--- config.mk ---
export PLATFORM = sky130hd
export DESIGN_NAME = add_round_key_stream_flat
export DESIGN_NICKNAME = d
export VERILOG_FILES = /design/src/rtl/add_round_key_stream_if.sv /design/src/rtl/add_round_key_stream.sv /design/src/flat_wrapper.sv
export SDC_FILE = /design/constraint.sdc
export NUM_CORES = 2
export LEC_CHECK = 0
export ABC_AREA = 0
export BUFFER_PORTS_ARGS = -buffer_cell sky130_fd_sc_hd__clkbuf_2
export CAP_MARGIN = 20
export CORE_MARGIN = 1
export CORE_UTILIZATION = 61
export DETAILED_ROUTE_END_ITERATION = 10
export PLACE_DENSITY = 0.8
export SYNTH_ARGS = -nofsm -noshare
export SYNTH_HDL_FRONTEND = slang
export SYNTH_SLANG_ARGS = --single-unit
--- constraint.sdc ---
create_clock -name CLK -period 13.6 [get_ports CLK]
set_input_delay 0.68 -clock CLK [delete_from_list [all_inputs] [get_ports CLK]]
set_output_delay 0.68 -clock CLK [all_outputs]
set_load 0.05 [all_outputs]
--- src/rtl/add_round_key_stream_if.sv ---
// Stream bundle for the AddRoundKey stage: state beats in, XORed beats out.
// The slave view belongs to the stage; the master view belongs to whoever drives it.
interface add_round_key_stream_if #(
    parameter int DATA_W = 128,
    parameter int AW     = 4
);
    logic              in_valid;
    logic              in_ready;
    logic [DATA_W-1:0] in_data;
    logic [AW-1:0]     in_round;
    logic              out_valid;
    logic              out_ready;
    logic [DATA_W-1:0] out_data;
    logic              out_last;
    logic              out_err;

    modport slave (
        input  in_valid, in_data, in_round, out_ready,
        output in_ready, out_valid, out_data, out_last, out_err
    );

    modport master (
        output in_valid, in_data, in_round, out_ready,
        input  in_ready, out_valid, out_data, out_last, out_err
    );
endinterface

--- src/rtl/add_round_key_stream.sv ---
// Streaming AddRoundKey: XORs each accepted beat with its round key from an internal
// table and queues the result in a 2-entry output FIFO with valid/ready handshakes.
module add_round_key_stream #(
    parameter int DATA_W     = 128,
    parameter int NUM_ROUNDS = 10,
    parameter int CNT_W      = 16,
    localparam int AW        = $clog2(NUM_ROUNDS + 1)
) (
    input  logic                  CLK,
    input  logic                  RST,
    input  logic                  key_wr_en,
    input  logic [AW-1:0]         key_wr_addr,
    input  logic [DATA_W-1:0]     key_wr_data,
    input  logic                  key_clr,
    add_round_key_stream_if.slave strm,
    output logic                  done_flag,
    output logic [CNT_W-1:0]      blk_cnt
);
    localparam logic [AW-1:0] LAST_R = AW'(NUM_ROUNDS);

    logic [DATA_W-1:0] key_q [NUM_ROUNDS+1];
    logic [NUM_ROUNDS:0] kv_q, kv_d;

    logic [1:0]        cnt_q, cnt_d;
    logic [DATA_W-1:0] h_data_q, t_data_q;
    logic              h_last_q, h_err_q, t_last_q, t_err_q;
    logic              done_q;
    logic [CNT_W-1:0]  blk_cnt_q;

    logic              wr_ok, rd_ok, hit, push, pop;
    logic [AW-1:0]     rd_idx;
    logic [DATA_W-1:0] res_data;
    logic              res_last, res_err;
    logic              load_head_new, load_head_tail, load_tail;

    assign wr_ok  = key_wr_en && (key_wr_addr <= LAST_R);
    assign rd_ok  = strm.in_round <= LAST_R;
    // Out-of-range rounds read entry 0 harmlessly; the result is flagged as an error anyway.
    assign rd_idx = rd_ok ? strm.in_round : '0;
    assign hit    = rd_ok && kv_q[rd_idx];

    assign res_data = hit ? (strm.in_data ^ key_q[rd_idx]) : strm.in_data;
    assign res_err  = !hit;
    assign res_last = (strm.in_round == LAST_R);

    assign strm.in_ready  = (cnt_q < 2'd2);
    assign strm.out_valid = (cnt_q != 2'd0);
    assign strm.out_data  = h_data_q;
    assign strm.out_last  = h_last_q;
    assign strm.out_err   = h_err_q;
    assign done_flag      = done_q;
    assign blk_cnt        = blk_cnt_q;

    assign push = strm.in_valid && strm.in_ready;
    assign pop  = strm.out_valid && strm.out_ready;

    // New beat goes straight to the head if the FIFO is empty or the head leaves this edge.
    assign load_head_new  = push && ((cnt_q == 2'd0) || ((cnt_q == 2'd1) && pop));
    assign load_head_tail = pop && (cnt_q == 2'd2);
    assign load_tail      = push && (cnt_q == 2'd1) && !pop;

    // NOTE: every variable gets a default at the top of always_comb so no path leaves it unassigned (no latch).
    always_comb begin
        kv_d = key_clr ? '0 : kv_q;
        if (wr_ok) kv_d[key_wr_addr] = 1'b1;

        cnt_d = cnt_q;
        unique case ({push, pop})
            2'b10:   cnt_d = cnt_q + 2'd1;
            2'b01:   cnt_d = cnt_q - 2'd1;
            default: cnt_d = cnt_q;
        endcase
    end

    // NOTE: sequential state uses non-blocking assignments so every register samples pre-edge values.
    always_ff @(posedge CLK or negedge RST) begin
        if (!RST) begin
            kv_q      <= '0;
            cnt_q     <= 2'd0;
            h_last_q  <= 1'b0;
            h_err_q   <= 1'b0;
            t_last_q  <= 1'b0;
            t_err_q   <= 1'b0;
            done_q    <= 1'b0;
            blk_cnt_q <= '0;
        end else begin
            kv_q   <= kv_d;
            cnt_q  <= cnt_d;
            done_q <= pop && h_last_q;
            if (pop && h_last_q && !h_err_q) blk_cnt_q <= blk_cnt_q + CNT_W'(1);

            if (load_head_new) begin
                h_last_q <= res_last;
                h_err_q  <= res_err;
            end else if (load_head_tail) begin
                h_last_q <= t_last_q;
                h_err_q  <= t_err_q;
            end
            if (load_tail) begin
                t_last_q <= res_last;
                t_err_q  <= res_err;
            end
        end
    end

    // NOTE: wide key/data storage is deliberately not reset; the reset valid bits and count make it unobservable.
    always_ff @(posedge CLK) begin
        if (wr_ok) key_q[key_wr_addr] <= key_wr_data;
        if (load_head_new)       h_data_q <= res_data;
        else if (load_head_tail) h_data_q <= t_data_q;
        if (load_tail) t_data_q <= res_data;
    end
endmodule
--- src/flat_wrapper.sv ---
// flat-port wrapper written by rule: the top's interface ports become plain ports
module add_round_key_stream_flat 
#(
    parameter int DATA_W     = 128,
    parameter int NUM_ROUNDS = 10,
    parameter int CNT_W      = 16,
    localparam int AW        = $clog2(NUM_ROUNDS + 1)
)
  (CLK, RST, key_wr_en, key_wr_addr, key_wr_data, key_clr, done_flag, blk_cnt, strm_in_valid, strm_in_data, strm_in_round, strm_out_ready, strm_in_ready, strm_out_valid, strm_out_data, strm_out_last, strm_out_err);
  add_round_key_stream_if #(.DATA_W(DATA_W)) strm_i ();
  input  logic CLK;
  input  logic RST;
  input  logic key_wr_en;
  input  logic [AW-1:0] key_wr_addr;
  input  logic [DATA_W-1:0] key_wr_data;
  input  logic key_clr;
  output logic done_flag;
  output logic [CNT_W-1:0] blk_cnt;
  input wire logic [$bits(strm_i.in_valid)-1:0] strm_in_valid;
  input wire logic [$bits(strm_i.in_data)-1:0] strm_in_data;
  input wire logic [$bits(strm_i.in_round)-1:0] strm_in_round;
  input wire logic [$bits(strm_i.out_ready)-1:0] strm_out_ready;
  output wire logic [$bits(strm_i.in_ready)-1:0] strm_in_ready;
  output wire logic [$bits(strm_i.out_valid)-1:0] strm_out_valid;
  output wire logic [$bits(strm_i.out_data)-1:0] strm_out_data;
  output wire logic [$bits(strm_i.out_last)-1:0] strm_out_last;
  output wire logic [$bits(strm_i.out_err)-1:0] strm_out_err;
  assign strm_i.in_valid = strm_in_valid;
  assign strm_i.in_data = strm_in_data;
  assign strm_i.in_round = strm_in_round;
  assign strm_i.out_ready = strm_out_ready;
  assign strm_in_ready = strm_i.in_ready;
  assign strm_out_valid = strm_i.out_valid;
  assign strm_out_data = strm_i.out_data;
  assign strm_out_last = strm_i.out_last;
  assign strm_out_err = strm_i.out_err;
  add_round_key_stream #(.DATA_W(DATA_W), .NUM_ROUNDS(NUM_ROUNDS), .CNT_W(CNT_W)) u_core (.CLK(CLK), .RST(RST), .key_wr_en(key_wr_en), .key_wr_addr(key_wr_addr), .key_wr_data(key_wr_data), .key_clr(key_clr), .strm(strm_i), .done_flag(done_flag), .blk_cnt(blk_cnt));
endmodule
# --- Word level (Yosys, flattened, before mapping) ---
# Memories as Yosys holds them, arrays and structs flattened.
# Cells that the tools add are included.
classes:
  n_mux: 17
  n_eq_ne: 5
  addsub: 3
  order_cmp: 6
  bitwise_logic: 2
  n_reduce_logical: 20
ops:
  columns: ["cell", "n"]
  rows:
  - ["two-way mux 128 bit", 3]
  - ["XOR 128 bit", 1]
  - ["two-way mux 11 bit", 2]
  - ["adder 16 x 1 -> 16 bit (second input constant)", 1]
  - ["logical AND 1 bit", 12]
  - ["OR 11 bit", 1]
  - ["< comparator 4 x 5 -> 1 bit (second input constant)", 2]
  - ["less-or-equal comparator 4 bit (second input constant)", 2]
  - ["two-way mux 1 bit", 8]
  - ["nonzero test 2 bit", 3]
  - ["binary-select mux 1 bit (select 4 bit)", 1]
  - ["demux 1 bit (select 4 bit)", 1]
  - ["== test 2 x 1 -> 1 bit (second input constant)", 2]
  - ["== test 2 bit (second input constant)", 2]
  - ["== test 4 bit (second input constant)", 1]
  - ["greater-or-equal comparator 4 x 1 -> 1 bit (second input constant)", 1]
  - ["two-way mux 4 bit", 1]
  - ["one-hot mux 2 bit (2 select lines)", 1]
  - ["logical NOT 1 bit", 3]
  - ["adder 2 x 1 -> 2 bit (second input constant)", 1]
  - ["logical NOT 2 bit", 1]
  - ["< comparator 2 bit (second input constant)", 1]
  - ["subtractor 2 x 1 -> 2 bit (second input constant)", 1]
  - ["logical OR 1 bit", 1]
totals:
  in_bits: 270
  out_inout_bits: 149
  ram_bits: 1408
  ff_bits: 290
  memories: 1
mem_list:
  columns: ["name", "depth", "word_bits", "read_ports", "rd_ports_with_merged_regs", "wr", "line", "text"]
  rows:
  - ["u_core.key_q", 11, 128, 1, 0, 1, "add_round_key_stream.sv:21", "logic [DATA_W-1:0] key_q [NUM_ROUNDS+1];"]

# --- Longest topological paths before layout ---
logic_depth:
  depth_word: 7
  depth_mapped: 11
  depth_no_buf: 8

# --- Worst setup path after synthesis ---
# No wires, ideal clock.
synth_path:
  path_type: "reg-to-reg"
  startpoint: "register u_core.cnt_q[1]"
  endpoint: "register u_core.t_err_q"
  setup_ns: 0.113
  required_time_ns: 13.487
  arrival_ns: 11.830
  path_stages_with_launch: 6
  n_path_buf: 0
  synth_period_minus_slack_ns: 11.943
  setup_slack_ns: 1.657
  cell_sequence: "dfrtp_1 inv_1 ha_1 nor2b_1 nor3b_1 mux2_2"
synth_between:
  elab_chain_cells: 4
  word_cells_on_any_way: 8
  classes_between: "order compare: 1; eq/ne: 1; reduce/logical: 6"
synth_lines:
  columns: ["item", "line", "text"]
  rows:
  - ["start, declared", "add_round_key_stream.sv:24", "logic [1:0] cnt_q, cnt_d;"]
  - ["start signal, assigned", "add_round_key_stream.sv:88", "cnt_q <= cnt_d;"]
  - ["< comparator 2 bit", "add_round_key_stream.sv:46", "assign strm.in_ready = (cnt_q < 2'd2);"]
  - ["net strm_in_ready", "flat_wrapper.sv:23", "output wire logic [$bits(strm_i.in_ready)-1:0] strm_in_ready;"]
  - ["logical AND 1 bit", "add_round_key_stream.sv:54", "assign push = strm.in_valid && strm.in_ready;"]
  - ["logical AND 1 bit (2 in a row)", "add_round_key_stream.sv:60", "assign load_tail = push && (cnt_q == 2'd1) && !pop;"]
  - ["net u_core.load_tail", "add_round_key_stream.sv:34", "logic load_head_new, load_head_tail, load_tail;"]
  - ["end signal, assigned", "add_round_key_stream.sv:101", "t_err_q <= res_err;"]
  - ["end, declared", "add_round_key_stream.sv:26", "logic h_last_q, h_err_q, t_last_q, t_err_q;"]
# The timed path passes the listed nets, and every way through them passes these cells.
# A chain may end at the register's enable or synchronous reset.

# --- Worst setup path in the final report ---
layout_path:
  startpoint: "input strm_in_round[3]"
  endpoint: "register u_core.h_data_q[28] (netlist: u_core.strm.out_data[28]), data pin"
layout_between:
  elab_chain_cells: 7
  word_cells_on_any_way: 9
  classes_between: "order compare: 1; mux: 5; bitwise: 1; reduce/logical: 1; memory: 1"
layout_lines:
  columns: ["item", "line", "text"]
  rows:
  - ["start, declared", "flat_wrapper.sv:21", "input wire logic [$bits(strm_i.in_round)-1:0] strm_in_round;"]
  - ["less-or-equal comparator 4 bit", "add_round_key_stream.sv:37", "assign rd_ok = strm.in_round <= LAST_R;"]
  - ["two-way mux 4 bit", "add_round_key_stream.sv:39", "assign rd_idx = rd_ok ? strm.in_round : '0;"]
  - ["binary-select mux 1 bit (select 4 bit)", "add_round_key_stream.sv:40", "assign hit = rd_ok && kv_q[rd_idx];"]
  - ["two-way mux 1 bit (not written as such)", "add_round_key_stream.sv:40", null]
  - ["logical AND 1 bit", "add_round_key_stream.sv:40", null]
  - ["two-way mux 128 bit (*)", "add_round_key_stream.sv:42", "assign res_data = hit ? (strm.in_data ^ key_q[rd_idx]) : strm.in_data;"]
  - ["two-way mux 128 bit (*)", "add_round_key_stream.sv:109", "if (load_head_new) h_data_q <= res_data;"]
  - ["end signal, assigned", "add_round_key_stream.sv:109", null]
  - ["end signal, assigned", "add_round_key_stream.sv:110", "else if (load_head_tail) h_data_q <= t_data_q;"]
  - ["end, declared", "add_round_key_stream.sv:25", "logic [DATA_W-1:0] h_data_q, t_data_q;"]
# Mark *: on every way between the ends. The rest lies on a longest branch, timed or not. The select of a mux whose other input is x is not followed.

==> metrics.md <==
| Metric | Value |
|---|---|
| Status | completed |
| Antenna Nets Post-Route | 0 |
| Die Ht | 337.3 µm |
| CTS Buffer Depth | 3 |
| Share of cells above drive strength 1 | a little under a fifth |
| Final setup TNS | 0 ps |
| Largest family of logic cells by synthesized area | compound AO/OA/AOI/OAI gates |
| Non-Filler Cell Area, Final | 0.07691 mm² |
| Pwr Total | 12.38 mW |
| Root Driver | clkbuf_16 |
| Critical Path End Type | flop |
| Critical path arrival | 5440 ps |
| Die footprint | 0.1138 mm² |
| Cells after DPL | 6102 |
| Post-Route WL | ~180000 µm |
| Total global-route track usage | 30.46% |
| CP Data Required Time | 14200 ps |
| Net switching power | 3.343 mW |
| Period utilization | 35.61% |
| Final Hold Fails | 0 |
| Slowest-stage cell, CP | nand2_4 |
| Ys Warns | 0 |
| Clock Latency Late Sink | 780 ps |
| Critical path's most frequent cell | buf_4 |
| Post-synthesis simple-gate area fraction | 6.932% |
| Hold-fix buffers at CTS | 0 |
| Routed WL per cell | 27.36 µm |
| Seq/Total Area, Yosys | 74.10% |
| Post-cts sizing count | 0 |
| Worst hold path class | primary input to asynchronous set/reset pin |
| Num Clock Sinks | approximately 1700 |
| XOR/XNOR Fraction of Synth Area | 0.2426% |
| Post-CTS setup buffer count | 0 |
| Placed Area | ~0.072 mm² |
| PwrDens | 160.9 mW/mm² |
| Worst Setup Start Kind | primary input |
| IO Count | roughly 420 |
| R2r endpoint | u_core.strm.out_data[51]$_DFFE_PP_ |
| Synth Area in Compound Gates | 13.99% |
| CTS H-tree lvls | 4 |
| Yosys top cell area share | 72.86% |
| Part of the power in combinational logic | 13.9% |
| Multiplexer share of the synthesized area | 2.213% |
| Largest net degree at the start of global routing | 131 |
| Mapped Area | 0.06858 mm² |
| Synth top area cells | edfxtp_1 73%, nor2_1 2.8%, o22ai_1 2.3%, mux2_2 2.2%, a211o_1 1.6% |
| Total gr overflow | 0 |
| Final Skew | 23.07 ps |
| Leading cell types by count after synthesis | 1664 x edfxtp_1, 518 x nor2_1, 254 x o22ai_1 |
| Starting density of the core | 61.72% |
| Relative slew slack | about a fifth |
| Reg power frac | 50.3% |
| IO buf count | 418 |
| Slew Limit Fails | 0 |
| Met3 Usage GRT | under 10% |
| First-pass GRT wire length | 258800 µm |
| Max IR drop VDD | 126.5 µV |
| Setup violations, final | 0 |
| Die Wd | 337.3 µm |
| Crit Path Class | primary input to flop |
| Internal | 9.035 mW |
| Most used DFF post-synth | edfxtp_1 |
| Post-DR vias/cell | 6.798 |
| Register bit total from synthesis | 1698 |
| Synth unique cells | 64 |
| Least-Margin Pin Slew | 1195 ps |
| # DRC | 0 |
| Switch share | around 27% |
| TritonRoute pass-1 iters | 6 |
| Max incr delay on CP | ~860 ps |
| Clock-pin slew on the worst setup and hold paths | ~60 ps |
| Fmax | 0.2065 GHz |
| Vias in the first global route | 43500 |
| DR iter-0 viols | 5296 |
| Hold WS | 35.09 ps |
| Ys async rst share | around 2% |
| Crit Path Max Fanout | 88 |
| DP HPWL | 89870 µm |
| R2R setup slack | 9820 ps |
| Initial antenna violation count | 11 |
| R2R Path Start | u_core.kv_q[4]$_DFF_PN0_ |
| CTS tree | yes |
| Syn_area_per_cell | 15.30 µm² |
| Syn Inst Count | about 4500 |
| Area leader, netlist | edfxtp_1 |
| Critical path, cell by cell | buf_8, buf_4, nand2_4, or3_4, buf_4, buf_4, o22ai_1, or4_1, a31oi_1 |
| Finished Layout Cells | 6409 |
| Adder-Cell Fraction of Synth Area | 0.09122% |
| Total core area | 0.1111 mm² |
| RSZ-0062 raised after global routing | no |
| Post-synth EDFFs | 1664 |
| Clock power frac | 35.8% |
| Synthesis-to-finish area growth | 12.14% |
| Net Count, Synth | 4757 |
| Rows | roughly 120 |
| Vias post-DR | 43570 |
| FF-to-FF path depth | 9 |
| Final net count | 5057 |
| Final Wtd Congestion | 0.7752 |
| M1 GR Usage | 40.72% |
| Period minus WS final | 4843 ps |
| Dominant cell by count in the synthesized netlist | edfxtp_1 |
| Static Leak | approximately 25 nW |
| Max-capacitance violation count | 0 |
| GRT met2 Usage | roughly half |
| TritonCTS buffer count | 164 |
| GRT busiest layer | met2 |
-- critical path, delay by kind of cell --
kind            cells  cell delay (ps)
buf+inv             4             2340
simple gates        3             1810
compound gates      2              420
-- power by group through the flow --
stage / Clock, mW / Combinational, mW / Sequential (mW)
floorplan: 0 / 0.715 / 6.81
global route: 4.66 / 1.82 / 6.25
detailed placement: 0 / 1.70 / 6.34
global placement: 0 / 1.66 / 6.33
finish: 4.43 / 1.72 / 6.23
CTS: 4.46 / 1.71 / 6.23
-- sequential cells by signal, indices dropped and copies added, names as in the netlist --
signal / flops
u_core.key_q: 1408
u_core.strm.out_data: 128
u_core.t_data_q: 128
u_core.blk_cnt: 16
u_core.kv_q: 11
u_core.cnt_q: 2
u_core.done_flag: 1
u_core.strm.out_err: 1
u_core.strm.out_last: 1
u_core.t_err_q: 1
u_core.t_last_q: 1
-- cells by family after synthesis --
logic type | count (synthesis)
muxes | 135
DFF | 1698
and+or+nand+nor | 965
buffers and inverters | 353
adders and majority gates | 5
xor gates and xnor gates | 19
AOI/OAI and AO/OA | 1307
-- through the flow --
stage | worst slack, ps | util (%)
5_1_grt | 8618 | 69.21
3_5_place_dp | 8116 | 64.47
4_1_cts | 8879 | 69.15
2_1_floorplan | 1657 | -
6_report | 8757 | 69.21
3_3_place_gp | 8172 | 64.47
-- cell usage in the layout, fill, tap and decap left out, types with 13 or more instances in the layout --
cell	Yosys	final
xnor2_1	13	13
nor2b_1	130	130
o21ai_0	131	131
o311ai_0	118	118
edfxtp_1	1664	1664
o22ai_1	254	254
a211o_1	127	127
o21a_1	127	127
o32ai_1	127	127
a22oi_1	108	108
nor2_1	518	510
or4_1	78	78
or4_4	49	49
clkbuf_2	0	415
clkbuf_16	0	165
dfrtp_1	34	34
clkinv_1	0	30
a31oi_1	128	128
nand2_1	143	141
clkbuf_1	168	52
a22oi_2	20	20
o31ai_1	128	128
buf_4	21	51
mux2_2	133	133
-- layout make-up --
class	instances	area (µm²)
antenna	7	17.52
clock buffer	223	4407
clock inverter	75	787.0
fill	7114	34220
inverter	8	30.03
multi-input combinational	2431	16270
sequential	1698	50820
tap	1488	1862
timing repair buffer	479	2719
-- layer usage --
metal  vias to the layer above  wire, µm
li1                      18660         -
met1                     21920     66160
met2                      2664     85540
met3                       325     18600
met4                         6      4977
met5                         -        53
-- how the worst max path moves through the flow --
stage | cells past startpoint | slack [ps] | start | to
after CTS | 9 | 8880 | strm_in_round[3] | u_core.strm.out_data[28]$_DFFE_PP_
after global placement | 10 | 8170 | strm_in_round[3] | u_core.strm.out_data[126]$_DFFE_PP_
after global routing | 9 | 8620 | strm_in_round[3] | u_core.strm.out_data[28]$_DFFE_PP_
final | 9 | 8760 | strm_in_round[3] | u_core.strm.out_data[28]$_DFFE_PP_
after detailed placement | 9 | 8120 | strm_in_round[3] | u_core.strm.out_data[27]$_DFFE_PP_
after floorplan | 5 | 1660 | u_core.cnt_q[1]$_DFFE_PN0P_ | u_core.t_err_q$_DFFE_PN0P_
Note: power is estimated with default switching activity, not from simulation.
